**src/rtl/axi4_master_burst_engine_if.sv**
```systemverilog
// Bundle of client-side command/data streams and the five AXI4 channels seen by the burst engine.
// The master modport is the engine's view; the slave modport is the environment (client + AXI slave).
interface axi4_master_burst_engine_if #(
    parameter int ADDR_WIDTH = 32,
    parameter int DATA_WIDTH = 32,
    parameter int ID_WIDTH   = 4,
    parameter int LEN_WIDTH  = 8
);
    // client command
    logic                    cmd_valid;
    logic                    cmd_ready;
    logic                    cmd_write;
    logic [ADDR_WIDTH-1:0]   cmd_addr;
    logic [ID_WIDTH-1:0]     cmd_id;
    logic [LEN_WIDTH-1:0]    cmd_len;
    // client write source / read sink / completion
    logic                    wr_valid;
    logic                    wr_ready;
    logic [DATA_WIDTH-1:0]   wr_data;
    logic [DATA_WIDTH/8-1:0] wr_strb;
    logic                    rd_valid;
    logic                    rd_ready;
    logic [DATA_WIDTH-1:0]   rd_data;
    logic                    rd_last;
    logic                    done;
    logic [1:0]              done_resp;
    logic                    done_err;
    // AXI4 write address / data / response
    logic                    AWVALID;
    logic                    AWREADY;
    logic [ADDR_WIDTH-1:0]   AWADDR;
    logic [ID_WIDTH-1:0]     AWID;
    logic [LEN_WIDTH-1:0]    AWLEN;
    logic [2:0]              AWSIZE;
    logic [1:0]              AWBURST;
    logic                    WVALID;
    logic                    WREADY;
    logic [DATA_WIDTH-1:0]   WDATA;
    logic [DATA_WIDTH/8-1:0] WSTRB;
    logic                    WLAST;
    logic                    BVALID;
    logic                    BREADY;
    logic [ID_WIDTH-1:0]     BID;
    logic [1:0]              BRESP;
    // AXI4 read address / data
    logic                    ARVALID;
    logic                    ARREADY;
    logic [ADDR_WIDTH-1:0]   ARADDR;
    logic [ID_WIDTH-1:0]     ARID;
    logic [LEN_WIDTH-1:0]    ARLEN;
    logic [2:0]              ARSIZE;
    logic [1:0]              ARBURST;
    logic                    RVALID;
    logic                    RREADY;
    logic [DATA_WIDTH-1:0]   RDATA;
    logic [ID_WIDTH-1:0]     RID;
    logic [1:0]              RRESP;
    logic                    RLAST;

    modport master (
        input  cmd_valid, cmd_write, cmd_addr, cmd_id, cmd_len,
        output cmd_ready,
        input  wr_valid, wr_data, wr_strb,
        output wr_ready,
        output rd_valid, rd_data, rd_last,
        input  rd_ready,
        output done, done_resp, done_err,
        output AWVALID, AWADDR, AWID, AWLEN, AWSIZE, AWBURST,
        input  AWREADY,
        output WVALID, WDATA, WSTRB, WLAST,
        input  WREADY,
        input  BVALID, BID, BRESP,
        output BREADY,
        output ARVALID, ARADDR, ARID, ARLEN, ARSIZE, ARBURST,
        input  ARREADY,
        input  RVALID, RDATA, RID, RRESP, RLAST,
        output RREADY
    );

    modport slave (
        output cmd_valid, cmd_write, cmd_addr, cmd_id, cmd_len,
        input  cmd_ready,
        output wr_valid, wr_data, wr_strb,
        input  wr_ready,
        input  rd_valid, rd_data, rd_last,
        output rd_ready,
        input  done, done_resp, done_err,
        input  AWVALID, AWADDR, AWID, AWLEN, AWSIZE, AWBURST,
        output AWREADY,
        input  WVALID, WDATA, WSTRB, WLAST,
        output WREADY,
        output BVALID, BID, BRESP,
        input  BREADY,
        input  ARVALID, ARADDR, ARID, ARLEN, ARSIZE, ARBURST,
        output ARREADY,
        output RVALID, RDATA, RID, RRESP, RLAST,
        input  RREADY
    );
endinterface

```
**src/rtl/axi4_master_burst_engine.sv**
```systemverilog
// AXI4 master burst engine: one command at a time becomes a single INCR burst (AW->W->B or AR->R),
// with write data from a valid/ready source, read data to a valid/ready sink, and a done pulse.
module axi4_master_burst_engine #(
    parameter int ADDR_WIDTH = 32,
    parameter int DATA_WIDTH = 32,
    parameter int ID_WIDTH   = 4,
    parameter int LEN_WIDTH  = 8
) (
    input logic CLK,
    input logic RST,
    axi4_master_burst_engine_if.master bus
);
    localparam int SIZE = $clog2(DATA_WIDTH / 8);
    localparam int BW   = LEN_WIDTH + SIZE + 14;

    typedef enum logic [2:0] {
        S_IDLE,
        S_AW,
        S_W,
        S_B,
        S_AR,
        S_R
    } state_t;

    state_t                state_q;
    logic                  cmd_ready_q;
    logic                  awvalid_q;
    logic                  arvalid_q;
    logic                  bready_q;
    logic                  done_q;
    logic [1:0]            done_resp_q;
    logic                  done_err_q;
    logic                  rresp_hit_q;
    logic [ADDR_WIDTH-1:0] addr_q;
    logic [ID_WIDTH-1:0]   id_q;
    logic [LEN_WIDTH-1:0]  len_q;
    logic [LEN_WIDTH-1:0]  beat_cnt_q;

    logic                  cmd_fire_d;
    logic                  w_fire_d;
    logic                  r_fire_d;
    logic                  last_cnt_d;
    logic                  r_end_d;
    logic                  r_err_d;
    logic                  crosses_4k_d;
    logic [BW-1:0]         span_d;

    // End offset of the burst within its 4 KB page; anything past 4096 would cross the page.
    assign span_d       = BW'(bus.cmd_addr[11:0]) + ((BW'(bus.cmd_len) + BW'(1)) << SIZE);
    assign crosses_4k_d = span_d > BW'(4096);

    assign cmd_fire_d = bus.cmd_valid && cmd_ready_q;
    assign w_fire_d   = bus.WVALID && bus.WREADY;
    assign r_fire_d   = bus.RVALID && bus.RREADY;
    assign last_cnt_d = (beat_cnt_q == len_q);
    assign r_end_d    = bus.RLAST || last_cnt_d;
    assign r_err_d    = (bus.RID != id_q) || (bus.RLAST && !last_cnt_d) || (!bus.RLAST && last_cnt_d);

    // Address channels
    assign bus.AWVALID = awvalid_q;
    assign bus.AWADDR  = addr_q;
    assign bus.AWID    = id_q;
    assign bus.AWLEN   = len_q;
    assign bus.AWSIZE  = 3'(SIZE);
    assign bus.AWBURST = 2'b01;
    assign bus.ARVALID = arvalid_q;
    assign bus.ARADDR  = addr_q;
    assign bus.ARID    = id_q;
    assign bus.ARLEN   = len_q;
    assign bus.ARSIZE  = 3'(SIZE);
    assign bus.ARBURST = 2'b01;

    // Data streams pass straight through, gated so nothing moves outside the data phase.
    assign bus.WVALID   = (state_q == S_W) && bus.wr_valid;
    assign bus.wr_ready = (state_q == S_W) && bus.WREADY;
    assign bus.WDATA    = bus.wr_data;
    assign bus.WSTRB    = bus.wr_strb;
    assign bus.WLAST    = (state_q == S_W) && last_cnt_d;
    assign bus.BREADY   = bready_q;

    assign bus.RREADY   = (state_q == S_R) && bus.rd_ready;
    assign bus.rd_valid = (state_q == S_R) && bus.RVALID;
    assign bus.rd_data  = bus.RDATA;
    assign bus.rd_last  = bus.RLAST;

    assign bus.cmd_ready = cmd_ready_q;
    assign bus.done      = done_q;
    assign bus.done_resp = done_resp_q;
    assign bus.done_err  = done_err_q;

    always_ff @(posedge CLK) begin
        if (RST) begin
            state_q     <= S_IDLE;
            cmd_ready_q <= 1'b1;
            awvalid_q   <= 1'b0;
            arvalid_q   <= 1'b0;
            bready_q    <= 1'b0;
            done_q      <= 1'b0;
            done_resp_q <= 2'b00;
            done_err_q  <= 1'b0;
            rresp_hit_q <= 1'b0;
            addr_q      <= '0;
            id_q        <= '0;
            len_q       <= '0;
            beat_cnt_q  <= '0;
        end else begin
            done_q <= 1'b0;
            case (state_q)
                S_IDLE: begin
                    if (cmd_fire_d) begin
                        addr_q      <= bus.cmd_addr;
                        id_q        <= bus.cmd_id;
                        len_q       <= bus.cmd_len;
                        beat_cnt_q  <= '0;
                        rresp_hit_q <= 1'b0;
                        if (crosses_4k_d) begin
                            // Rejected commands complete immediately with SLVERR and no bus traffic.
                            done_q      <= 1'b1;
                            done_resp_q <= 2'b10;
                            done_err_q  <= 1'b1;
                        end else begin
                            done_resp_q <= 2'b00;
                            done_err_q  <= 1'b0;
                            cmd_ready_q <= 1'b0;
                            if (bus.cmd_write) begin
                                awvalid_q <= 1'b1;
                                state_q   <= S_AW;
                            end else begin
                                arvalid_q <= 1'b1;
                                state_q   <= S_AR;
                            end
                        end
                    end
                end
                S_AW: begin
                    if (bus.AWREADY) begin
                        awvalid_q <= 1'b0;
                        state_q   <= S_W;
                    end
                end
                S_W: begin
                    if (w_fire_d) begin
                        if (last_cnt_d) begin
                            beat_cnt_q <= '0;
                            bready_q   <= 1'b1;
                            state_q    <= S_B;
                        end else begin
                            beat_cnt_q <= beat_cnt_q + LEN_WIDTH'(1);
                        end
                    end
                end
                S_B: begin
                    if (bus.BVALID) begin
                        bready_q    <= 1'b0;
                        done_q      <= 1'b1;
                        done_resp_q <= bus.BRESP;
                        done_err_q  <= (bus.BID != id_q);
                        cmd_ready_q <= 1'b1;
                        state_q     <= S_IDLE;
                    end
                end
                S_AR: begin
                    if (bus.ARREADY) begin
                        arvalid_q <= 1'b0;
                        state_q   <= S_R;
                    end
                end
                S_R: begin
                    if (r_fire_d) begin
                        // First error response wins; otherwise the final beat's response is reported.
                        if (!rresp_hit_q && (bus.RRESP[1] || r_end_d)) begin
                            done_resp_q <= bus.RRESP;
                        end
                        if (bus.RRESP[1]) begin
                            rresp_hit_q <= 1'b1;
                        end
                        if (r_err_d) begin
                            done_err_q <= 1'b1;
                        end
                        if (r_end_d) begin
                            beat_cnt_q  <= '0;
                            done_q      <= 1'b1;
                            cmd_ready_q <= 1'b1;
                            state_q     <= S_IDLE;
                        end else begin
                            beat_cnt_q <= beat_cnt_q + LEN_WIDTH'(1);
                        end
                    end
                end
                default: begin
                    state_q     <= S_IDLE;
                    cmd_ready_q <= 1'b1;
                    awvalid_q   <= 1'b0;
                    arvalid_q   <= 1'b0;
                    bready_q    <= 1'b0;
                end
            endcase
        end
    end
endmodule

```
**src/flat_wrapper.sv**
```systemverilog
// flat-port wrapper written by rule: the top's interface ports become plain ports
module axi4_master_burst_engine_flat 
#(
    parameter int ADDR_WIDTH = 32,
    parameter int DATA_WIDTH = 32,
    parameter int ID_WIDTH   = 4,
    parameter int LEN_WIDTH  = 8
)
  (CLK, RST, bus_cmd_valid, bus_cmd_write, bus_cmd_addr, bus_cmd_id, bus_cmd_len, bus_cmd_ready, bus_wr_valid, bus_wr_data, bus_wr_strb, bus_wr_ready, bus_rd_valid, bus_rd_data, bus_rd_last, bus_rd_ready, bus_done, bus_done_resp, bus_done_err, bus_AWVALID, bus_AWADDR, bus_AWID, bus_AWLEN, bus_AWSIZE, bus_AWBURST, bus_AWREADY, bus_WVALID, bus_WDATA, bus_WSTRB, bus_WLAST, bus_WREADY, bus_BVALID, bus_BID, bus_BRESP, bus_BREADY, bus_ARVALID, bus_ARADDR, bus_ARID, bus_ARLEN, bus_ARSIZE, bus_ARBURST, bus_ARREADY, bus_RVALID, bus_RDATA, bus_RID, bus_RRESP, bus_RLAST, bus_RREADY);
  axi4_master_burst_engine_if #(.ADDR_WIDTH(ADDR_WIDTH), .DATA_WIDTH(DATA_WIDTH), .ID_WIDTH(ID_WIDTH), .LEN_WIDTH(LEN_WIDTH)) bus_i ();
  input logic CLK;
  input logic RST;
  input wire logic [$bits(bus_i.cmd_valid)-1:0] bus_cmd_valid;
  input wire logic [$bits(bus_i.cmd_write)-1:0] bus_cmd_write;
  input wire logic [$bits(bus_i.cmd_addr)-1:0] bus_cmd_addr;
  input wire logic [$bits(bus_i.cmd_id)-1:0] bus_cmd_id;
  input wire logic [$bits(bus_i.cmd_len)-1:0] bus_cmd_len;
  output wire logic [$bits(bus_i.cmd_ready)-1:0] bus_cmd_ready;
  input wire logic [$bits(bus_i.wr_valid)-1:0] bus_wr_valid;
  input wire logic [$bits(bus_i.wr_data)-1:0] bus_wr_data;
  input wire logic [$bits(bus_i.wr_strb)-1:0] bus_wr_strb;
  output wire logic [$bits(bus_i.wr_ready)-1:0] bus_wr_ready;
  output wire logic [$bits(bus_i.rd_valid)-1:0] bus_rd_valid;
  output wire logic [$bits(bus_i.rd_data)-1:0] bus_rd_data;
  output wire logic [$bits(bus_i.rd_last)-1:0] bus_rd_last;
  input wire logic [$bits(bus_i.rd_ready)-1:0] bus_rd_ready;
  output wire logic [$bits(bus_i.done)-1:0] bus_done;
  output wire logic [$bits(bus_i.done_resp)-1:0] bus_done_resp;
  output wire logic [$bits(bus_i.done_err)-1:0] bus_done_err;
  output wire logic [$bits(bus_i.AWVALID)-1:0] bus_AWVALID;
  output wire logic [$bits(bus_i.AWADDR)-1:0] bus_AWADDR;
  output wire logic [$bits(bus_i.AWID)-1:0] bus_AWID;
  output wire logic [$bits(bus_i.AWLEN)-1:0] bus_AWLEN;
  output wire logic [$bits(bus_i.AWSIZE)-1:0] bus_AWSIZE;
  output wire logic [$bits(bus_i.AWBURST)-1:0] bus_AWBURST;
  input wire logic [$bits(bus_i.AWREADY)-1:0] bus_AWREADY;
  output wire logic [$bits(bus_i.WVALID)-1:0] bus_WVALID;
  output wire logic [$bits(bus_i.WDATA)-1:0] bus_WDATA;
  output wire logic [$bits(bus_i.WSTRB)-1:0] bus_WSTRB;
  output wire logic [$bits(bus_i.WLAST)-1:0] bus_WLAST;
  input wire logic [$bits(bus_i.WREADY)-1:0] bus_WREADY;
  input wire logic [$bits(bus_i.BVALID)-1:0] bus_BVALID;
  input wire logic [$bits(bus_i.BID)-1:0] bus_BID;
  input wire logic [$bits(bus_i.BRESP)-1:0] bus_BRESP;
  output wire logic [$bits(bus_i.BREADY)-1:0] bus_BREADY;
  output wire logic [$bits(bus_i.ARVALID)-1:0] bus_ARVALID;
  output wire logic [$bits(bus_i.ARADDR)-1:0] bus_ARADDR;
  output wire logic [$bits(bus_i.ARID)-1:0] bus_ARID;
  output wire logic [$bits(bus_i.ARLEN)-1:0] bus_ARLEN;
  output wire logic [$bits(bus_i.ARSIZE)-1:0] bus_ARSIZE;
  output wire logic [$bits(bus_i.ARBURST)-1:0] bus_ARBURST;
  input wire logic [$bits(bus_i.ARREADY)-1:0] bus_ARREADY;
  input wire logic [$bits(bus_i.RVALID)-1:0] bus_RVALID;
  input wire logic [$bits(bus_i.RDATA)-1:0] bus_RDATA;
  input wire logic [$bits(bus_i.RID)-1:0] bus_RID;
  input wire logic [$bits(bus_i.RRESP)-1:0] bus_RRESP;
  input wire logic [$bits(bus_i.RLAST)-1:0] bus_RLAST;
  output wire logic [$bits(bus_i.RREADY)-1:0] bus_RREADY;
  assign bus_i.cmd_valid = bus_cmd_valid;
  assign bus_i.cmd_write = bus_cmd_write;
  assign bus_i.cmd_addr = bus_cmd_addr;
  assign bus_i.cmd_id = bus_cmd_id;
  assign bus_i.cmd_len = bus_cmd_len;
  assign bus_cmd_ready = bus_i.cmd_ready;
  assign bus_i.wr_valid = bus_wr_valid;
  assign bus_i.wr_data = bus_wr_data;
  assign bus_i.wr_strb = bus_wr_strb;
  assign bus_wr_ready = bus_i.wr_ready;
  assign bus_rd_valid = bus_i.rd_valid;
  assign bus_rd_data = bus_i.rd_data;
  assign bus_rd_last = bus_i.rd_last;
  assign bus_i.rd_ready = bus_rd_ready;
  assign bus_done = bus_i.done;
  assign bus_done_resp = bus_i.done_resp;
  assign bus_done_err = bus_i.done_err;
  assign bus_AWVALID = bus_i.AWVALID;
  assign bus_AWADDR = bus_i.AWADDR;
  assign bus_AWID = bus_i.AWID;
  assign bus_AWLEN = bus_i.AWLEN;
  assign bus_AWSIZE = bus_i.AWSIZE;
  assign bus_AWBURST = bus_i.AWBURST;
  assign bus_i.AWREADY = bus_AWREADY;
  assign bus_WVALID = bus_i.WVALID;
  assign bus_WDATA = bus_i.WDATA;
  assign bus_WSTRB = bus_i.WSTRB;
  assign bus_WLAST = bus_i.WLAST;
  assign bus_i.WREADY = bus_WREADY;
  assign bus_i.BVALID = bus_BVALID;
  assign bus_i.BID = bus_BID;
  assign bus_i.BRESP = bus_BRESP;
  assign bus_BREADY = bus_i.BREADY;
  assign bus_ARVALID = bus_i.ARVALID;
  assign bus_ARADDR = bus_i.ARADDR;
  assign bus_ARID = bus_i.ARID;
  assign bus_ARLEN = bus_i.ARLEN;
  assign bus_ARSIZE = bus_i.ARSIZE;
  assign bus_ARBURST = bus_i.ARBURST;
  assign bus_i.ARREADY = bus_ARREADY;
  assign bus_i.RVALID = bus_RVALID;
  assign bus_i.RDATA = bus_RDATA;
  assign bus_i.RID = bus_RID;
  assign bus_i.RRESP = bus_RRESP;
  assign bus_i.RLAST = bus_RLAST;
  assign bus_RREADY = bus_i.RREADY;
  axi4_master_burst_engine #(.ADDR_WIDTH(ADDR_WIDTH), .DATA_WIDTH(DATA_WIDTH), .ID_WIDTH(ID_WIDTH), .LEN_WIDTH(LEN_WIDTH)) u_core (.CLK(CLK), .RST(RST), .bus(bus_i));
endmodule
```
**config.mk**
```make
export PLATFORM = sky130hd
export DESIGN_NAME = axi4_master_burst_engine_flat
export DESIGN_NICKNAME = d
export VERILOG_FILES = /design/src/rtl/axi4_master_burst_engine_if.sv /design/src/rtl/axi4_master_burst_engine.sv /design/src/flat_wrapper.sv
export SDC_FILE = /design/constraint.sdc
export NUM_CORES = 1
export LEC_CHECK = 0
export ABC_AREA = 1
export ABC_CLOCK_PERIOD_IN_PS = 4000
export CAP_MARGIN = 30
export CORE_AREA = 2 2 124 126
export CTS_BUF_LIST = sky130_fd_sc_hd__clkbuf_2
export CTS_CLUSTER_DIAMETER = 200
export DETAILED_ROUTE_END_ITERATION = 10
export DIE_AREA = 0 0 126 128
export PLACE_DENSITY = 0.75
export SLEW_MARGIN = 20
export SYNTH_ARGS = -nofsm -noshare
export SYNTH_HDL_FRONTEND = slang
export SYNTH_SLANG_ARGS = --single-unit
```
**constraint.sdc**
```tcl
create_clock -name CLK -period 4 [get_ports CLK]
set_clock_uncertainty 0.15 [all_clocks]
set_input_delay 0.6 -clock CLK [delete_from_list [all_inputs] [get_ports CLK]]
set_output_delay 0.6 -clock CLK [all_outputs]
set_load 0.01 [all_outputs]
```
# [Yosys cells after proc, flatten, opt, wreduce, memory -nomap -nowiden]
# Cells that the tools add are included.
[totals] word_cells=137 register_bits=64 in_bits=136 output_inout_bits=180
[classes] n_addsub=3 reduce_logical=36 mux=58 n_eq_ne=22 n_bitwise=4 order_cmp=1
[op_table] cell="$mux W8" count=5
[op_table] cell="$mux W3" count=10
[op_table] cell="$mux W1" count=28
[op_table] cell="$add A12 B24 Y24" count=1
[op_table] cell="$gt A24 B13 Y1 const B" count=1
[op_table] cell="$pmux W8 S3" count=1
[op_table] cell="$reduce_and A5 Y1" count=4
[op_table] cell="$pmux W3 S6" count=1
[op_table] cell="$ne A2 B2 Y1 const B" count=8
[op_table] cell="$pmux W1 S3" count=5
[op_table] cell="$ne A2 B1 Y1 const B" count=6
[op_table] cell="$reduce_and A4 Y1" count=3
[op_table] cell="$reduce_or A4 Y1" count=3
[op_table] cell="$logic_and A1 B1 Y1" count=11
[op_table] cell="$mux W2" count=5
[op_table] cell="$add A8 B1 Y9 const B" count=1
[op_table] cell="$reduce_and A9 Y1" count=1
[op_table] cell="$add A8 B1 Y8 const B" count=1
[op_table] cell="$eq A8 B8 Y1" count=1
[op_table] cell="$ne A4 B4 Y1" count=2
[op_table] cell="$eq A3 B2 Y1 const B" count=2
[op_table] cell="$eq A3 B3 Y1 const B" count=2
[op_table] cell="$pmux W2 S3" count=1
[op_table] cell="$reduce_and A6 Y1" count=1
[op_table] cell="other kinds (11)" count=20

# [Longest topological paths before layout]
[logic_depth] ltp_word=8 mapped_depth=19 mapped_depth_nobuf=19

# [Least setup slack after synthesis]
# OpenSTA, ideal clock, no wires.
[synth_timing] kind="input port to flip-flop" start="input port bus_cmd_len[0]" end="register u_core.state_q[2]" slack_ps=1113 required_ps=3786 arrival_ps=2673 path_buffers=0 setup_time_ps=64 path_stages=18 path_cell_list="ha_1 > nand3_1 > nor3b_1 > xnor2_1 > inv_1 > ha_1 > nand2_1 > nor2_1 > nand3_1 > nand3_1 > nand3_1 > nor2_1 > nand3_1 > nand3_2 > nand3_2 > nand2_1 > inv_1 > nor2_1"
[synth_between] elab_chain_len=5
[synth_rtl] item="from (decl)" line="flat_wrapper.sv:17" text="input wire logic [$bits(bus_i.cmd_len)-1:0] bus_cmd_len;"
[synth_rtl] item="$add A8 B1 Y9" line="axi4_master_burst_engine.sv:49" text="assign span_d = BW'(bus.cmd_addr[11:0]) + ((BW'(bus.cmd_len) + BW'(1)) << SIZE);"
[synth_rtl] item="$add A12 B24 Y24" line="axi4_master_burst_engine.sv:49"
[synth_rtl] item="$gt A24 B13 Y1" line="axi4_master_burst_engine.sv:50" text="assign crosses_4k_d = span_d > BW'(4096);"
[synth_rtl] item="$ne A2 B2 Y1 (no line)"
[synth_rtl] item="$reduce_and A9 Y1 (no line)"
[synth_rtl] item="to (signal assigned)" line="axi4_master_burst_engine.sv:93" text="state_q <= S_IDLE;"
[synth_rtl] item="to (signal assigned)" line="axi4_master_burst_engine.sv:127" text="state_q <= S_AW;"
[synth_rtl] item="to (signal assigned)" line="axi4_master_burst_engine.sv:130" text="state_q <= S_AR;"
[synth_rtl] item="to (decl)" line="axi4_master_burst_engine.sv:25" text="state_t state_q;"
# No other way between the ends.
# A chain may end at the register's enable or synchronous reset.

# [Worst setup path in the final report]
[layout_timing] start="input port bus_cmd_len[0]" end="register u_core.state_q[0]"
# Same word-level chain as after synthesis.

==> flow_summary.toml <==
[setup_path]
reg2reg_from = "u_core.state_q[0]"
cp.required_ns = 4.26
path_depth = 18
cp-endpoint = "u_core.state_q[0]"
rrSetupSlack_ns = 1.82
cp_max_fo = 8
crit_chain = "clkdlybuf4s50_1 > ha_1 > nand3_1 > nor3b_1 > xnor2_1 > inv_1 > ha_1 > nand2_1 > nor2_1 > nand2_1 > nand2_1 > nand2_1 > a21boi_1 > nand3_2 > nand3_2 > nand2_1 > inv_1 > nor2_1"
startpoint_type = "input pin"
crit_family = "simple AND/OR/NAND/NOR gates"
cp_slowest_stage_delay_ns = 0.51
cp-startpoint = "bus_cmd_len[0]"
rr_worst_depth = 7
crit_buf_inv = 3
critPathMostFrequentCell = "nand2_1"
end_kind = "flop"
worst_r2r_endpoint = "u_core.bus.ARLEN[1]"
crit_slowest_cell = "clkdlybuf4s50_1"
crit_arrival_ns = 3.52
crit_type = "in2reg"

[yosys]
yosys.area.top_type = "dfxtp_1"
syn-instance-count = 667
synth-warning-count = 0
ys_seq_area_share_pct = 28.0
ys_top_cells_by_count = "buf_4 (123), nor2_1 (114), nand2_1 (92), dfxtp_1 (64), inv_1 (58)"
synth_flop_cell = "dfxtp_1"
synth_top_area_share_pct = 28.0
synth.area.top_cells = "dfxtp_1 (28%), buf_4 (20%), nor2_1 (9.3%), nand2_1 (7.5%), o21ai_0 (5.2%)"
netlist_area_sq_um = 4580
synth_cell_types = 36
syn_area_per_cell_sq_um = 6.87
async_reset_ff_share_pct = 0
synth_edf_count = 0
synth-seq-cells = 64
synth.most_common_cell = "buf_4"

[routing]
dr.max_layer_used = "met4"
dr_wl_met3_um = 931
wl_met1_um = 5300
ant_nets = 0
vias_per_cell = 4.47
routedWlPerCell_um = 13.8
wl_um = 12700
drt_iter0_drc = 142
wl_met2_um = 6070
drc = 0
drt_pre_antenna_iters = 4
vias = 4102

[place]
dp.cells = 900
dpl_worst_slack_ns = 0.250
dpl.hpwl_um = 9810
place_congestion = 0.878
io_buffers = 169
dpl-instance-area_sq_um = 5600

[status]
status = "complete, no violations"

[die]
fp.dieW_um = 126
rows = 45
die_y_um = 128
die_area_sq_um = 16100
start_util_pct = 30.8
ios = 316
core_area_sq_um = 14900

[cts]
clock_sinks = 64
htreeDepth = 3
cts_buffer_depth = 2
ctsResizeCount = 0
cts_tree = "built"
clk_pin_slew_ns = 0.22
root_buffer = "clkbuf_2"
cts_hold_buf = 0
insertion_delay_ns = 0.51
cts_setup_buffers = 0
tritoncts.num_buffers = 9

[grt]
antenna_found_initial = 1
grt_pass1_vias = 3896
grt_pass1_wl_um = 19600
grt_use_total_pct = 15.1
grt_max_degree = 44
gr-total-overflow = 0

[timing]
finalHoldViolations = 0
grt_setup_unrepaired = "no"
clock.fmax_mhz = 307
layout_setup_ws_ns = 0.742
min_period_over_period_pct = 81.5
finalSetupTns_ns = 0
report.final.slew_viol_count = 0
setup_viol = 0
post-route-min-period_ns = 3.26

[power]
p_leak_uw = 0.00243
power_density_nw_per_um2 = 554
irDropWorstVdd_mv = 0.289

[final_layout]
finalCoreUtilization_pct = 38.6
syn2layout_area_growth_pct = 25.1
fin_nets = 872
n_fill_cell = 1576
stdcell_count = 917
finalInstanceArea_sq_um = 5730
drive_gt1_share_pct = 8.38

[flow_run]
maxCapViolCount = 0

[worst_hold_path]
hp-class = "reg2reg"
tightest hold or removal path, stage by stage, from the launching register on:
cell,delay [ns]
dfxtp_1,0.36
inv_1,0.05
a21oi_1,0.05
how the worst min path moves through the flow:
stage | from | end | slack (ns) | cells past startpoint
after global routing | u_core.bus.BREADY | u_core.bus.BREADY | 0.35 | 2
after global placement | u_core.bus.BREADY | u_core.bus.BREADY | 0.30 | 2
after detailed placement | u_core.bus.BREADY | u_core.bus.BREADY | 0.30 | 2
after floorplan | u_core.rresp_hit_q | u_core.rresp_hit_q | 0.29 | 2
after CTS | u_core.bus.BREADY | u_core.bus.BREADY | 0.32 | 2
final | u_core.bus.BREADY | u_core.bus.BREADY | 0.32 | 2
through the flow:
| stage | hold slack [ns] | total power [uW] |
|---|---|---|
| 3_5_place_dp | 0.298 | 2770 |
| 5_1_grt | 0.345 | 3430 |
| 4_1_cts | 0.324 | 3220 |
| 2_1_floorplan | 0.292 | 2140 |
| 6_report | 0.318 | 3180 |
| 3_3_place_gp | 0.296 | 2760 |
per-layer routing:
metal,up-vias,GRT usage [%]
met4,0,6.85
met3,42,4.09
met2,167,26.3
li1,2080,-
met1,1813,17.3
met5,-,0
sequential cells by signal, indices dropped and copies added (netlist names):
signal / flops
u_core.beat_cnt_q: 8
u_core.bus.ARADDR: 32
u_core.bus.ARID: 4
u_core.bus.ARLEN: 8
u_core.bus.ARVALID: 1
u_core.bus.AWVALID: 1
u_core.bus.BREADY: 1
u_core.bus.cmd_ready: 1
u_core.bus.done: 1
u_core.bus.done_err: 1
u_core.bus.done_resp: 2
u_core.rresp_hit_q: 1
u_core.state_q: 3
cells by family (layout without fill, tap and decap cells):
kind of cell | after synthesis | after routing | synth area share [%]
xor+xnor | 18 | 18 | 3.44
other cells | 2 | 11 | 0.164
buf+inv | 206 | 259 | 27.0
compound gates | 86 | 86 | 10.6
flops | 64 | 64 | 28.0
fa+ha+maj | 13 | 13 | 3.71
simple gates | 278 | 278 | 27.1
area by class of cell:
class                   instances  area [sq um]  share of cell area [%]
inverters                      68           255                    4.45
clock inverters                 7          80.1                    1.40
flip-flops and latches         64          1280                    22.4
repair buffers                175          1740                    30.3
clock buffers                   9          45.0                   0.786
multi-input cells             405          2100                    36.6
well taps                     188           235                    4.10
diodes                          1          2.50                  0.0437
power by group:
group	internal (uW)	switching (uW)
combinational	848	923
sequential	809	173
clock	149	277
cell usage in the layout (no fill, tap or decap), types with 6 or more instances in the layout:
cell type / count
nor2_1: 114
nor2_2: 7
nand3_1: 30
clkdlybuf4s50_1: 169
o21ai_0: 48
xnor2_1: 7
xor2_1: 11
conb_1: 10
ha_1: 12
dfxtp_1: 64
clkbuf_2: 9
a21oi_1: 23
nand2_1: 92
inv_2: 10
inv_1: 57
nand4_1: 10
buf_4: 6
No activity file was read; power rests on OpenSTA's default activity.
